--- config.mk ---
export PLATFORM = sky130hd
export DESIGN_NAME = alu_issue_decoder
export DESIGN_NICKNAME = d
export VERILOG_FILES = /design/src/rtl/alu_issue_decoder.sv
export SDC_FILE = /design/constraint.sdc
export NUM_CORES = 1
export LEC_CHECK = 0
export ABC_AREA = 1
export ABC_CLOCK_PERIOD_IN_PS = 6400
export BUFFER_PORTS_ARGS = -buffer_cell sky130_fd_sc_hd__clkbuf_2
export CELL_PAD_IN_SITES_DETAIL_PLACEMENT = 0
export CELL_PAD_IN_SITES_GLOBAL_PLACEMENT = 2
export CORE_AREA = 2 2 199 201
export CTS_CLUSTER_SIZE = 20
export DETAILED_ROUTE_END_ITERATION = 10
export DIE_AREA = 0 0 201 203
export PLACE_DENSITY = 0.63
export SLEW_MARGIN = 20
export SYNTH_ARGS = -nofsm -noshare
export SYNTH_HDL_FRONTEND = slang
export SYNTH_SLANG_ARGS = --single-unit
--- constraint.sdc ---
create_clock -name clk -period 6.4 [get_ports clk]
set_input_delay 0.32 -clock clk [delete_from_list [all_inputs] [get_ports clk]]
set_output_delay 0.32 -clock clk [all_outputs]
set_load 0.05 [all_outputs]
--- src/rtl/alu_issue_decoder.sv ---
// ---------------------------------------------------------------------------
// alu_issue_decoder
//
// Decode/issue stage feeding the RV32I integer ALU. An instruction word and
// its rs1/rs2 values arrive over valid/ready. R-type (0110011) and I-type ALU
// (0010011) encodings are decoded into the ALU's 5-bit op code, 12-bit
// immediate and operand pair. Decoded entries are held in a 2-entry skid
// buffer so one cycle of execute backpressure is absorbed without losing
// anything. Anything that is not a legal ALU R/I op is still passed through,
// marked illegal with op code 5'h1F.
//
// Ports
//   clk, rst        clock (rising edge), asynchronous active-high reset
//   in_valid        upstream presents instruction + operands
//   in_ready        stage can accept (registered)
//   in_instr        32-bit instruction word
//   in_rs1_data     rs1 value
//   in_rs2_data     rs2 value
//   out_valid       decoded entry present at head
//   out_ready       execute consumes the head this cycle
//   out_op_code     ALU op code (0..18, 5'h1F for illegal)
//   out_operandA    rs1 value
//   out_operandB    rs2 value for R-type, 0 otherwise
//   out_immediate   instr[31:20] for I-type, 0 otherwise
//   out_rd          instr[11:7]
//   out_illegal     entry is not an ALU R/I op
//   perf_issued     entries popped (optional)
//   perf_illegal    illegal entries popped (optional)
//
// Build option
//   ALU_DEC_PERF_EN  when defined, perf_issued/perf_illegal are live
//                    wrapping counters; otherwise they are tied to 0 and no
//                    counter flops exist.
// ---------------------------------------------------------------------------
module alu_issue_decoder #(
  parameter int XLEN  = 32,
  parameter int CNT_W = 32
) (
  input  logic             clk,
  input  logic             rst,
  input  logic             in_valid,
  output logic             in_ready,
  input  logic [31:0]      in_instr,
  input  logic [XLEN-1:0]  in_rs1_data,
  input  logic [XLEN-1:0]  in_rs2_data,
  output logic             out_valid,
  input  logic             out_ready,
  output logic [4:0]       out_op_code,
  output logic [XLEN-1:0]  out_operandA,
  output logic [XLEN-1:0]  out_operandB,
  output logic [11:0]      out_immediate,
  output logic [4:0]       out_rd,
  output logic             out_illegal,
  output logic [CNT_W-1:0] perf_issued,
  output logic [CNT_W-1:0] perf_illegal
);

  localparam logic [1:0] ST_EMPTY = 2'd0;
  localparam logic [1:0] ST_ONE   = 2'd1;
  localparam logic [1:0] ST_FULL  = 2'd2;

  localparam logic [6:0] OPC_R = 7'b0110011;
  localparam logic [6:0] OPC_I = 7'b0010011;
  localparam logic [6:0] F7_ZERO = 7'b0000000;
  localparam logic [6:0] F7_ALT  = 7'b0100000;
  localparam logic [4:0] OP_ILLEGAL = 5'h1F;

  // op(5) + A + B + imm(12) + rd(5) + illegal(1)
  localparam int ENTRY_W = 5 + XLEN + XLEN + 12 + 5 + 1;

  logic [1:0]         state;
  logic [1:0]         state_nxt;
  logic               in_ready_q;
  logic [ENTRY_W-1:0] slot0;
  logic [ENTRY_W-1:0] slot1;
  logic [ENTRY_W-1:0] dec_entry;

  logic [6:0] opcode;
  logic [2:0] funct3;
  logic [6:0] funct7;
  logic       is_r;
  logic       is_i;
  logic       dec_legal;
  logic [4:0] dec_op;
  logic       push;
  logic       pop;
  logic       unused_rs_fields;

  assign opcode = in_instr[6:0];
  assign funct3 = in_instr[14:12];
  assign funct7 = in_instr[31:25];
  assign is_r   = (opcode == OPC_R);
  assign is_i   = (opcode == OPC_I);

  // The rs1 register index is resolved by the register file upstream; the
  // operand value arrives separately, so the field is not needed here.
  assign unused_rs_fields = ^in_instr[19:15];

  // Combinational decode of the incoming word. dec_legal is only raised for
  // encodings the ALU actually implements; every other combination falls
  // through as illegal, including wrong funct7 on shifts and R-type ops.
  always_comb begin
    dec_legal = 1'b0;
    dec_op    = OP_ILLEGAL;
    if (is_r) begin
      case (funct3)
        3'b000: begin
          if (funct7 == F7_ZERO) begin
            dec_op = 5'd0; dec_legal = 1'b1;
          end else if (funct7 == F7_ALT) begin
            dec_op = 5'd1; dec_legal = 1'b1;
          end
        end
        3'b001: if (funct7 == F7_ZERO) begin dec_op = 5'd2; dec_legal = 1'b1; end
        3'b010: if (funct7 == F7_ZERO) begin dec_op = 5'd3; dec_legal = 1'b1; end
        3'b011: if (funct7 == F7_ZERO) begin dec_op = 5'd4; dec_legal = 1'b1; end
        3'b100: if (funct7 == F7_ZERO) begin dec_op = 5'd5; dec_legal = 1'b1; end
        3'b101: begin
          if (funct7 == F7_ZERO) begin
            dec_op = 5'd6; dec_legal = 1'b1;
          end else if (funct7 == F7_ALT) begin
            dec_op = 5'd7; dec_legal = 1'b1;
          end
        end
        3'b110: if (funct7 == F7_ZERO) begin dec_op = 5'd8; dec_legal = 1'b1; end
        default: if (funct7 == F7_ZERO) begin dec_op = 5'd9; dec_legal = 1'b1; end
      endcase
    end else if (is_i) begin
      case (funct3)
        3'b000: begin dec_op = 5'd10; dec_legal = 1'b1; end
        3'b001: if (funct7 == F7_ZERO) begin dec_op = 5'd11; dec_legal = 1'b1; end
        3'b010: begin dec_op = 5'd12; dec_legal = 1'b1; end
        3'b011: begin dec_op = 5'd13; dec_legal = 1'b1; end
        3'b100: begin dec_op = 5'd14; dec_legal = 1'b1; end
        3'b101: begin
          if (funct7 == F7_ZERO) begin
            dec_op = 5'd15; dec_legal = 1'b1;
          end else if (funct7 == F7_ALT) begin
            dec_op = 5'd16; dec_legal = 1'b1;
          end
        end
        3'b110: begin dec_op = 5'd17; dec_legal = 1'b1; end
        default: begin dec_op = 5'd18; dec_legal = 1'b1; end
      endcase
    end
  end

  // Pack the decoded entry. Operand B and the immediate are zeroed whenever
  // they do not apply so the ALU sees clean inputs for illegal entries.
  assign dec_entry = {
    dec_legal ? dec_op : OP_ILLEGAL,
    in_rs1_data,
    (dec_legal && is_r) ? in_rs2_data : {XLEN{1'b0}},
    (dec_legal && is_i) ? in_instr[31:20] : 12'd0,
    in_instr[11:7],
    ~dec_legal
  };

  assign push = in_valid & in_ready_q;
  assign pop  = out_valid & out_ready;

  // Next-state for the skid buffer. FULL never sees a push because in_ready
  // is low there, which is what guarantees nothing gets overwritten.
  always_comb begin
    state_nxt = state;
    case (state)
      ST_EMPTY: if (push) state_nxt = ST_ONE;
      ST_ONE: begin
        if (push && !pop)      state_nxt = ST_FULL;
        else if (pop && !push) state_nxt = ST_EMPTY;
      end
      ST_FULL: if (pop) state_nxt = ST_ONE;
      default: state_nxt = ST_EMPTY;
    endcase
  end

  // State register plus the registered in_ready, derived from the next
  // state so it already reflects this cycle's push/pop.
  always_ff @(posedge clk or posedge rst) begin
    if (rst) begin
      state      <= ST_EMPTY;
      in_ready_q <= 1'b1;
    end else begin
      state      <= state_nxt;
      in_ready_q <= (state_nxt != ST_FULL);
    end
  end

  // Entry storage. slot0 is always the head; slot1 only holds the second
  // entry while FULL and shifts forward when the head is consumed.
  always_ff @(posedge clk or posedge rst) begin
    if (rst) begin
      slot0 <= '0;
      slot1 <= '0;
    end else begin
      case (state)
        ST_EMPTY: if (push) slot0 <= dec_entry;
        ST_ONE: begin
          if (push && pop) slot0 <= dec_entry;
          else if (push)   slot1 <= dec_entry;
        end
        ST_FULL: if (pop) slot0 <= slot1;
        default: ;
      endcase
    end
  end

  assign in_ready  = in_ready_q;
  assign out_valid = (state != ST_EMPTY);
  assign {out_op_code, out_operandA, out_operandB, out_immediate, out_rd, out_illegal} = slot0;

`ifdef ALU_DEC_PERF_EN
  logic [CNT_W-1:0] issued_cnt;
  logic [CNT_W-1:0] illegal_cnt;

  // Pop-based counters; they wrap naturally at 2^CNT_W.
  always_ff @(posedge clk or posedge rst) begin
    if (rst) begin
      issued_cnt  <= '0;
      illegal_cnt <= '0;
    end else if (pop) begin
      issued_cnt <= issued_cnt + 1'b1;
      if (out_illegal) illegal_cnt <= illegal_cnt + 1'b1;
    end
  end

  assign perf_issued  = issued_cnt;
  assign perf_illegal = illegal_cnt;
`else
  assign perf_issued  = '0;
  assign perf_illegal = '0;
`endif

endmodule

**Word-level counts from Yosys, hierarchy flattened**

Cells that the tools add are included.

- Flip-flop bits (word level): 177
- Input bits: 100
- Output and inout port bits: 153
- Word-level logic and storage cells: 74

- Equal/unequal tests: 15
- Multiplexer cells: 36
- Bitwise operators: 4
- Reduce and logical (&&, ||, !) cells: 15

Operators with widths:

| kind | count |
|---|---|
| 2-to-1 mux 87 bit | 3 |
| case mux 87 bit (3 select lines) | 1 |
| 2-to-1 mux 5 bit | 15 |
| case mux 5 bit (7 select lines) | 2 |
| 2-to-1 mux 32 bit | 1 |
| equality test 7 x 6 -> 1 bit (second input constant) | 2 |
| 2-to-1 mux 12 bit | 1 |
| equality test 3 bit (second input constant) | 3 |
| 2-to-1 mux 2 bit | 4 |
| inequality test 2 bit (second input constant) | 4 |
| equality test 7 x 5 -> 1 bit (second input constant) | 1 |
| logical NOT 7 bit | 1 |
| equality test 3 x 2 -> 1 bit (second input constant) | 2 |
| 2-to-1 mux 1 bit | 6 |
| case mux 2 bit (3 select lines) | 1 |
| logical AND 1 bit | 5 |
| 2-to-1 mux 4 bit | 1 |
| AND reduction 4 bit | 1 |
| equality test 3 x 1 -> 1 bit (second input constant) | 1 |
| logical NOT 3 bit | 1 |
| AND reduction 3 bit | 1 |
| nonzero test 3 bit | 1 |
| bitwise AND 1 bit | 2 |
| equality test 2 x 1 -> 1 bit (second input constant) | 1 |
| other kinds (7) | 9 |

**Longest topological paths before layout**

Gate-level depths: netlist (run 1).

- Word-level depth: 10
- Gate-level depth with buffers: 13
- Depth with buffers taken out: 13

**Worst setup path after synthesis (run 1)**

Ideal clock, no wire load.

- Path type: reg-to-reg
- From: register in_ready_q, in the netlist in_ready
- To: register slot1[28]
- Setup time: 0.126 ns
- Data arrival time: 1.598 ns
- Data required time: 6.274 ns
- Path slack: 4.676 ns
- Cell stages (with the launch flop): 8
- Path buffers: 2
- Period minus slack after synthesis: 1.724 ns
- Path through: dfstp_2 nand2_1 nor2_1 nand3_1 inv_1 buf_2 buf_2 o21ai_0

- Cells in the longest elaborated chain, start to end: 4

Ends and longest elaborated chain:

| element | RTL line | RTL |
|---|---|---|
| start: declaration | 73 | `logic in_ready_q;` |
| start signal: assignment | 185 | `in_ready_q <= (state_nxt != ST_FULL);` |
| bitwise AND 1 bit * | 159 | `assign push = in_valid & in_ready_q;` |
| logical AND 1 bit | 199 | `if (push && pop) slot0 <= dec_entry;` |
| NOT 1 bit (no source line) | - |  |
| AND reduction 3 bit (no source line) * | - |  |
| end signal: assignment | 200 | `else if (push) slot1 <= dec_entry;` |
| end: declaration | 75 | `logic [ENTRY_W-1:0] slot1;` |

Mark *: on every way between the ends. The rest lies on a longest branch, timed or not.
A chain may end at the register's enable or synchronous reset.

**Worst setup path in the final report (run 1)**

- From: register in_ready_q, in the netlist in_ready
- To: register slot1[83]

Same word-level chain as after synthesis.

==> impl_metrics.env, run 1 <==
export IMPL_cp_required_ps=6690
export IMPL_cts_hold_fix_buffers=0
export IMPL_r2r_start="in_ready$_DFF_PP1_"
export IMPL_syn_avg_cell_area_um2=7.97
export IMPL_globalplace_congestion=0.753
export IMPL_drv_slew=0
export IMPL_worstPathMaxFanout=61
export IMPL_crit_type="reg2reg"
export IMPL_clk_latency_ps=450
export IMPL_peakVddDrop_mv=0.222
export IMPL_viasPerCell=4.07
export IMPL_dr_pass1_iters=4
export IMPL_power_leakage_nw=5.38
export IMPL_fmax_mhz=325
export IMPL_post_cts_buffers=0
export IMPL_cts_buffers_inserted=17
export IMPL_cts_tree="yes"
export IMPL_drc=0
export IMPL_yosys_area_top_type="dfrtp_1"
export IMPL_synth_area_leaders="dfrtp_1 50%, nand2_1 16%, buf_4 5.7%"
export IMPL_layout_min_cycle_time_ps=3080
export IMPL_synthTopCellsByCount="372 x nand2_1, 176 x dfrtp_1, 95 x nor2_1"
export IMPL_fillers=4294
export IMPL_ctsResizeCount=0
export IMPL_routedWlPerCell_um=14.8
export IMPL_dp_cells=1748
export IMPL_pwr_share_comb_pct=44.3
export IMPL_antenna_found_initial=2
export IMPL_setup_violations=0
export IMPL_status="finished, final reports clean"
export IMPL_fin_crit_sh_pct=48.1
export IMPL_synth_top_cell_area_share_pct=50.3
export IMPL_multi_input_comb_area_um2=3500
export IMPL_seqPwrFrac_pct=34.7
export IMPL_synth_ff_type="dfrtp_1"
export IMPL_tightest_slew_ps=958
export IMPL_rows=72
export IMPL_grt_pass1_vias=7212
export IMPL_yosysMostFrequentCell="nand2_1"
export IMPL_grt_setup_unrepaired="no"
export IMPL_setup_worst_path_start="in_ready$_DFF_PP1_"
export IMPL_fin_cells=1781
export IMPL_port_buffers=183
export IMPL_total_power_mw=4.91
export IMPL_area_growth_pct=19.3
export IMPL_synth_area_um2=8760
export IMPL_fp_coreArea_um2=38500
export IMPL_power_density_nw_per_um2=470
export IMPL_die_x_um=201
export IMPL_final_seq_area_um2=4430
export IMPL_grt_pass1_wl_mm=41.8
export IMPL_ant_nets=0
export IMPL_drive_above_1_share_pct=22.1
export IMPL_setup_tns_final_ps=0
export IMPL_hold_viol=0
export IMPL_p_sw_mw=2.40
export IMPL_hold_class="in2async"
export IMPL_cap_violations=0
export IMPL_slew_headroom_pct=36.1
export IMPL_clock_skew_ps=9.27
export IMPL_crit_arrival_ps=3370
export IMPL_yosysWarnings=0
export IMPL_dpl_worst_slack_ps=3130
export IMPL_dpl_hpwl_mm=15.8
export IMPL_drtIter0Drc=343
export IMPL_cts_sinks=177
export IMPL_critPathLaunchType="flop"
export IMPL_p_sw_share_pct=48.8
export IMPL_nets=1349
export IMPL_intPower_mw=2.51
export IMPL_grt_max_degree=118
export IMPL_synthCells=1099
export IMPL_synthArstFlopShare_pct=100
export IMPL_setup_worst_path_end_class="flop"
export IMPL_die_h_um=203
export IMPL_clk_pin_slew_ps=70
export IMPL_cts_htree_levels=4
export IMPL_timing_final_ws_setup_ps=3320
export IMPL_synth_seq_cells=177
export IMPL_clock_power_share_pct=21.0
export IMPL_finalWirelength_mm=26.3
export IMPL_clk_path_buf_depth=2
export IMPL_ys_seq_area_share_pct=50.6
export IMPL_track_usage_pct=13.2
export IMPL_top_level_ports=253
export IMPL_via_count=7257
export IMPL_die_area_um2=40800
export IMPL_root_buffer="clkbuf_16"
export IMPL_start_util_pct=22.8
export IMPL_synth_edff_count=0
export IMPL_grt_overflow_total=0
export IMPL_synth_cell_type_count=29
==> stage by stage <==
step	cell area (um2)	utilization (%)	hold WS (ps)
final	10400	27.2	50.7
after global routing	10400	27.2	56.9
after CTS	10400	27.1	47.9
after detailed placement	9880	25.7	461
after global placement	9880	25.7	460
after floorplan	8990	-	430
==> state kept, by name, summed over array words and instances (netlist names) <==
signal    count
state         2
in_ready      1
slot0        87
slot1        87
==> path summary, 6_finish.rpt <==
check                      slack [ps]  cells after the start                    end
min reg2reg                       480                      2  slot1[13]$_DFFE_PP0P_
max reg2reg                      3320                      6  slot1[83]$_DFFE_PP0P_
min                                50                      2  slot0[28]$_DFFE_PP0P_
min in group clk                   80                      3  slot1[73]$_DFFE_PP0P_
max in group asynchronous        4920                      3  slot0[50]$_DFFE_PP0P_
max                              3320                      6  slot1[83]$_DFFE_PP0P_
==> worst max-delay path, stage by stage (launching register included) <==
cell and delay [ps]:
dfstp_2 530, nand2_1 80, nor2_1 170, nand3_4 730, inv_4 620, buf_4 610
o21ai_0 150
==> power groups by stage <==
stage	combinational (mW)	clock (mW)	sequential, mW
2_1_floorplan	0.854	0	2.52
3_3_place_gp	2.22	0	1.72
3_5_place_dp	2.22	0	1.73
4_1_cts	2.23	1.08	1.71
5_1_grt	2.37	1.12	1.76
6_report	2.17	1.03	1.71
==> area by class of cell <==
class | count | share of cell area, %
well taps | 518 | 6.20
diodes | 1 | 0.0240
inverters | 84 | 3.13
flip-flops and latches | 177 | 42.4
repair buffers | 192 | 9.45
clock buffers | 20 | 4.28
clock inverters | 12 | 1.04
multi-input cells | 777 | 33.5
==> layer usage <==
metal	GRT usage, %	wire (um)
met1	17.7	12700
met2	20.7	11800
met3	3.60	1370
met4	3.81	320
met5	0	13
==> cell families (layout without fill, tap and decap cells) <==
logic type	after synthesis	count (layout)	share of synthesized area, %
compound gates	185	185	11.6
simple gates	528	528	25.3
flops	177	177	50.6
buf+inv	208	308	12.4
other cells	1	65	0.0428
==> cells in the final DEF (no fill, tap or decap), types with 2 or more instances in the layout <==
master,instances
a21oi_1,56
a21oi_2,8
a31oi_1,38
buf_4,8
clkbuf_1,2
clkbuf_16,17
clkbuf_2,183
clkinv_2,5
clkinv_4,3
clkinvlp_4,2
conb_1,64
dfrtp_1,176
inv_1,71
inv_2,10
inv_6,2
nand2_1,372
nand2_2,6
nand2_4,3
nand3_1,24
nand4_1,3
nor2_1,95
nor2_2,7
nor2_4,14
nor2_8,2
o211ai_1,2
o21ai_0,58
o21ai_1,21
(Power assumes the default switching activity.)
==> run 2: changes to the inputs <==
--- a/config.mk
+++ b/config.mk
@@ -6,7 +6,7 @@
 export NUM_CORES = 1
 export LEC_CHECK = 0
 export ABC_AREA = 1
-export ABC_CLOCK_PERIOD_IN_PS = 6400
+export ABC_CLOCK_PERIOD_IN_PS = 2860
 export BUFFER_PORTS_ARGS = -buffer_cell sky130_fd_sc_hd__clkbuf_2
 export CELL_PAD_IN_SITES_DETAIL_PLACEMENT = 0
 export CELL_PAD_IN_SITES_GLOBAL_PLACEMENT = 2
==> constraint.sdc (replaced) <==
create_clock -name clk -period 2.86 [get_ports clk]
set_input_delay 0.143 -clock clk [delete_from_list [all_inputs] [get_ports clk]]
set_output_delay 0.143 -clock clk [all_outputs]
set_load 0.05 [all_outputs]
==> impl_metrics.env, run 2 (synthesis gave the netlist of run 1 again) <==
export IMPL_crit_arrival_ps=2350
export IMPL_final_seq_area_um2=4430
export IMPL_rows=72
export IMPL_finalWirelength_mm=26.4
export IMPL_setup_worst_path_end_class="flop"
export IMPL_area_growth_pct=27.3
export IMPL_cts_buffers_inserted=17
export IMPL_drv_slew=0
export IMPL_peakVddDrop_mv=0.468
export IMPL_viasPerCell=4.05
export IMPL_fp_coreArea_um2=38500
export IMPL_hold_class="in2reg"
export IMPL_grt_pass1_vias=7452
export IMPL_grt_max_degree=108
export IMPL_nets=1413
export IMPL_worstHoldEndpoint="slot1[44]$_DFFE_PP0P_"
export IMPL_tightest_slew_ps=999
export IMPL_slew_headroom_pct=33.4
export IMPL_worstPathMaxFanout=78
export IMPL_hold_depth=5
export IMPL_dpl_hpwl_mm=16.5
export IMPL_drc=0
export IMPL_cp_required_ps=3180
export IMPL_routedWlPerCell_um=14.3
export IMPL_grt_setup_unrepaired="no"
export IMPL_layout_min_cycle_time_ps=2030
export IMPL_hold_ws_ps=31.3
export IMPL_clk_pin_slew_ps=70
export IMPL_setup_violations=0
export IMPL_setup_tns_final_ps=0
export IMPL_grt_pass1_wl_mm=42.9
export IMPL_pwr_share_comb_pct=45.0
export IMPL_top_level_ports=253
export IMPL_clk_latency_ps=440
export IMPL_crit_type="reg2reg"
export IMPL_cts_hold_fix_buffers=55
export IMPL_cts_tree="yes"
export IMPL_intPower_mw=5.78
export IMPL_die_h_um=203
export IMPL_mostFrequentLayoutCells="372 x nand2_1, 183 x clkbuf_2, 176 x dfrtp_1"
export IMPL_status="finished, final reports clean"
export IMPL_die_x_um=201
export IMPL_clock_power_share_pct=20.8
export IMPL_ant_nets=0
export IMPL_dr_pass1_iters=5
export IMPL_largestRegisters="slot0: 87 flops, slot1: 87 flops, state: 2 flops"
export IMPL_root_buffer="clkbuf_16"
export IMPL_critPathLaunchType="flop"
export IMPL_start_util_pct=22.8
export IMPL_grt_overflow_total=0
export IMPL_cts_htree_levels=4
export IMPL_reg2reg_setup_slack_ps=830
export IMPL_cap_violations=0
export IMPL_final_common_cell="nand2_1"
export IMPL_hold_viol=0
export IMPL_cts_sinks=177
export IMPL_multi_input_comb_area_um2=3490
export IMPL_rr_worst_depth=8
export IMPL_setup_worst_path_start="state[0]$_DFF_PP0_"
export IMPL_via_count=7478
export IMPL_die_area_um2=40800
export IMPL_seqPwrFrac_pct=34.2
export IMPL_ctsResizeCount=0
export IMPL_r2r_start="state[0]$_DFF_PP0_"
export IMPL_fin_crit_sh_pct=71.1
export IMPL_globalplace_congestion=0.734
export IMPL_hp_start="in_rs2_data[26]"
export IMPL_port_buffers=183
export IMPL_power_leakage_nw=5.66
export IMPL_track_usage_pct=13.5
export IMPL_post_cts_buffers=0
export IMPL_p_sw_mw=5.36
export IMPL_antenna_found_initial=1
export IMPL_fillers=4269
export IMPL_r2r_end="slot0[31]$_DFFE_PP0P_"
export IMPL_clock_skew_ps=7.56
export IMPL_power_density_nw_per_um2=1000
export IMPL_drive_above_1_share_pct=21.6
export IMPL_fmax_mhz=492
export IMPL_p_sw_share_pct=48.1
export IMPL_clk_path_buf_depth=2
export IMPL_drtIter0Drc=340
## run 2: changes by cell type in the layout (fill, tap and decap cells not counted), sizes merged
cell	change
buf	+9
clkbuf	+4
clkinv	-6
clkinvlp	+5
diode	+1
dlygate4sd3	+55
inv	-3
## run 2: metal layers
metal	global-route usage [%]	part of all wire [%]	up-vias
met5	0	0	-
met4	3.81	0.95	0
met3	2.95	4.0	15
met2	21.7	46	153
met1	18.2	49	3545
li1	-	-	3765
## run 2: worst max-delay path, stage by stage (launching register included)
cell      delay [ps]
dfrtp_1          460
nor2_1            70
inv_1             80
nand2_1          110
o211ai_4          90
buf_4            770
a21oi_1           60
o21ai_0          110
nand2_1           70
## run 2: worst max-delay path by stage
stage | end | slack [ps] | depth (start not counted)
finish | slot0[31]$_DFFE_PP0P_ | 830 | 8
global placement | state[0]$_DFF_PP0_ | 830 | 6
detailed placement | slot0[43]$_DFFE_PP0P_ | 810 | 8
CTS | slot0[43]$_DFFE_PP0P_ | 800 | 8
floorplan | slot0[0]$_DFFE_PP0P_ | 450 | 1
global route | slot0[38]$_DFFE_PP0P_ | 600 | 8
## run 2: layout make-up
class / count / area share (%)
antenna: 2 / 0.0449
clock buffer: 24 / 4.32
clock inverter: 8 / 0.718
inverter: 84 / 2.90
multi-input combinational: 777 / 31.3
sequential: 177 / 39.8
tap: 518 / 5.81
timing repair buffer: 256 / 15.2
## run 2: power groups by stage
stage | Clock [mW] | Sequential, mW | Combinational (mW)
after detailed placement | 0 | 3.87 | 5.05
after floorplan | 0 | 5.64 | 1.91
after global placement | 0 | 3.85 | 5.04
final | 2.31 | 3.81 | 5.02
after CTS | 2.42 | 3.83 | 5.11
after global routing | 2.50 | 3.94 | 5.47
## run 2: per-stage QoR
step / power (mW) / util [%] / instances / setup slack, ps / cell area [um2]
floorplan: 7.55 / - / 1162 / 451 / 9000
global placement: 8.89 / 26.1 / 1757 / 834 / 10000
detailed placement: 8.92 / 26.1 / 1757 / 811 / 10000
CTS: 11.4 / 29.0 / 1844 / 801 / 11100
global route: 11.9 / 29.0 / 1845 / 600 / 11100
finish: 11.1 / 29.0 / 1846 / 826 / 11100
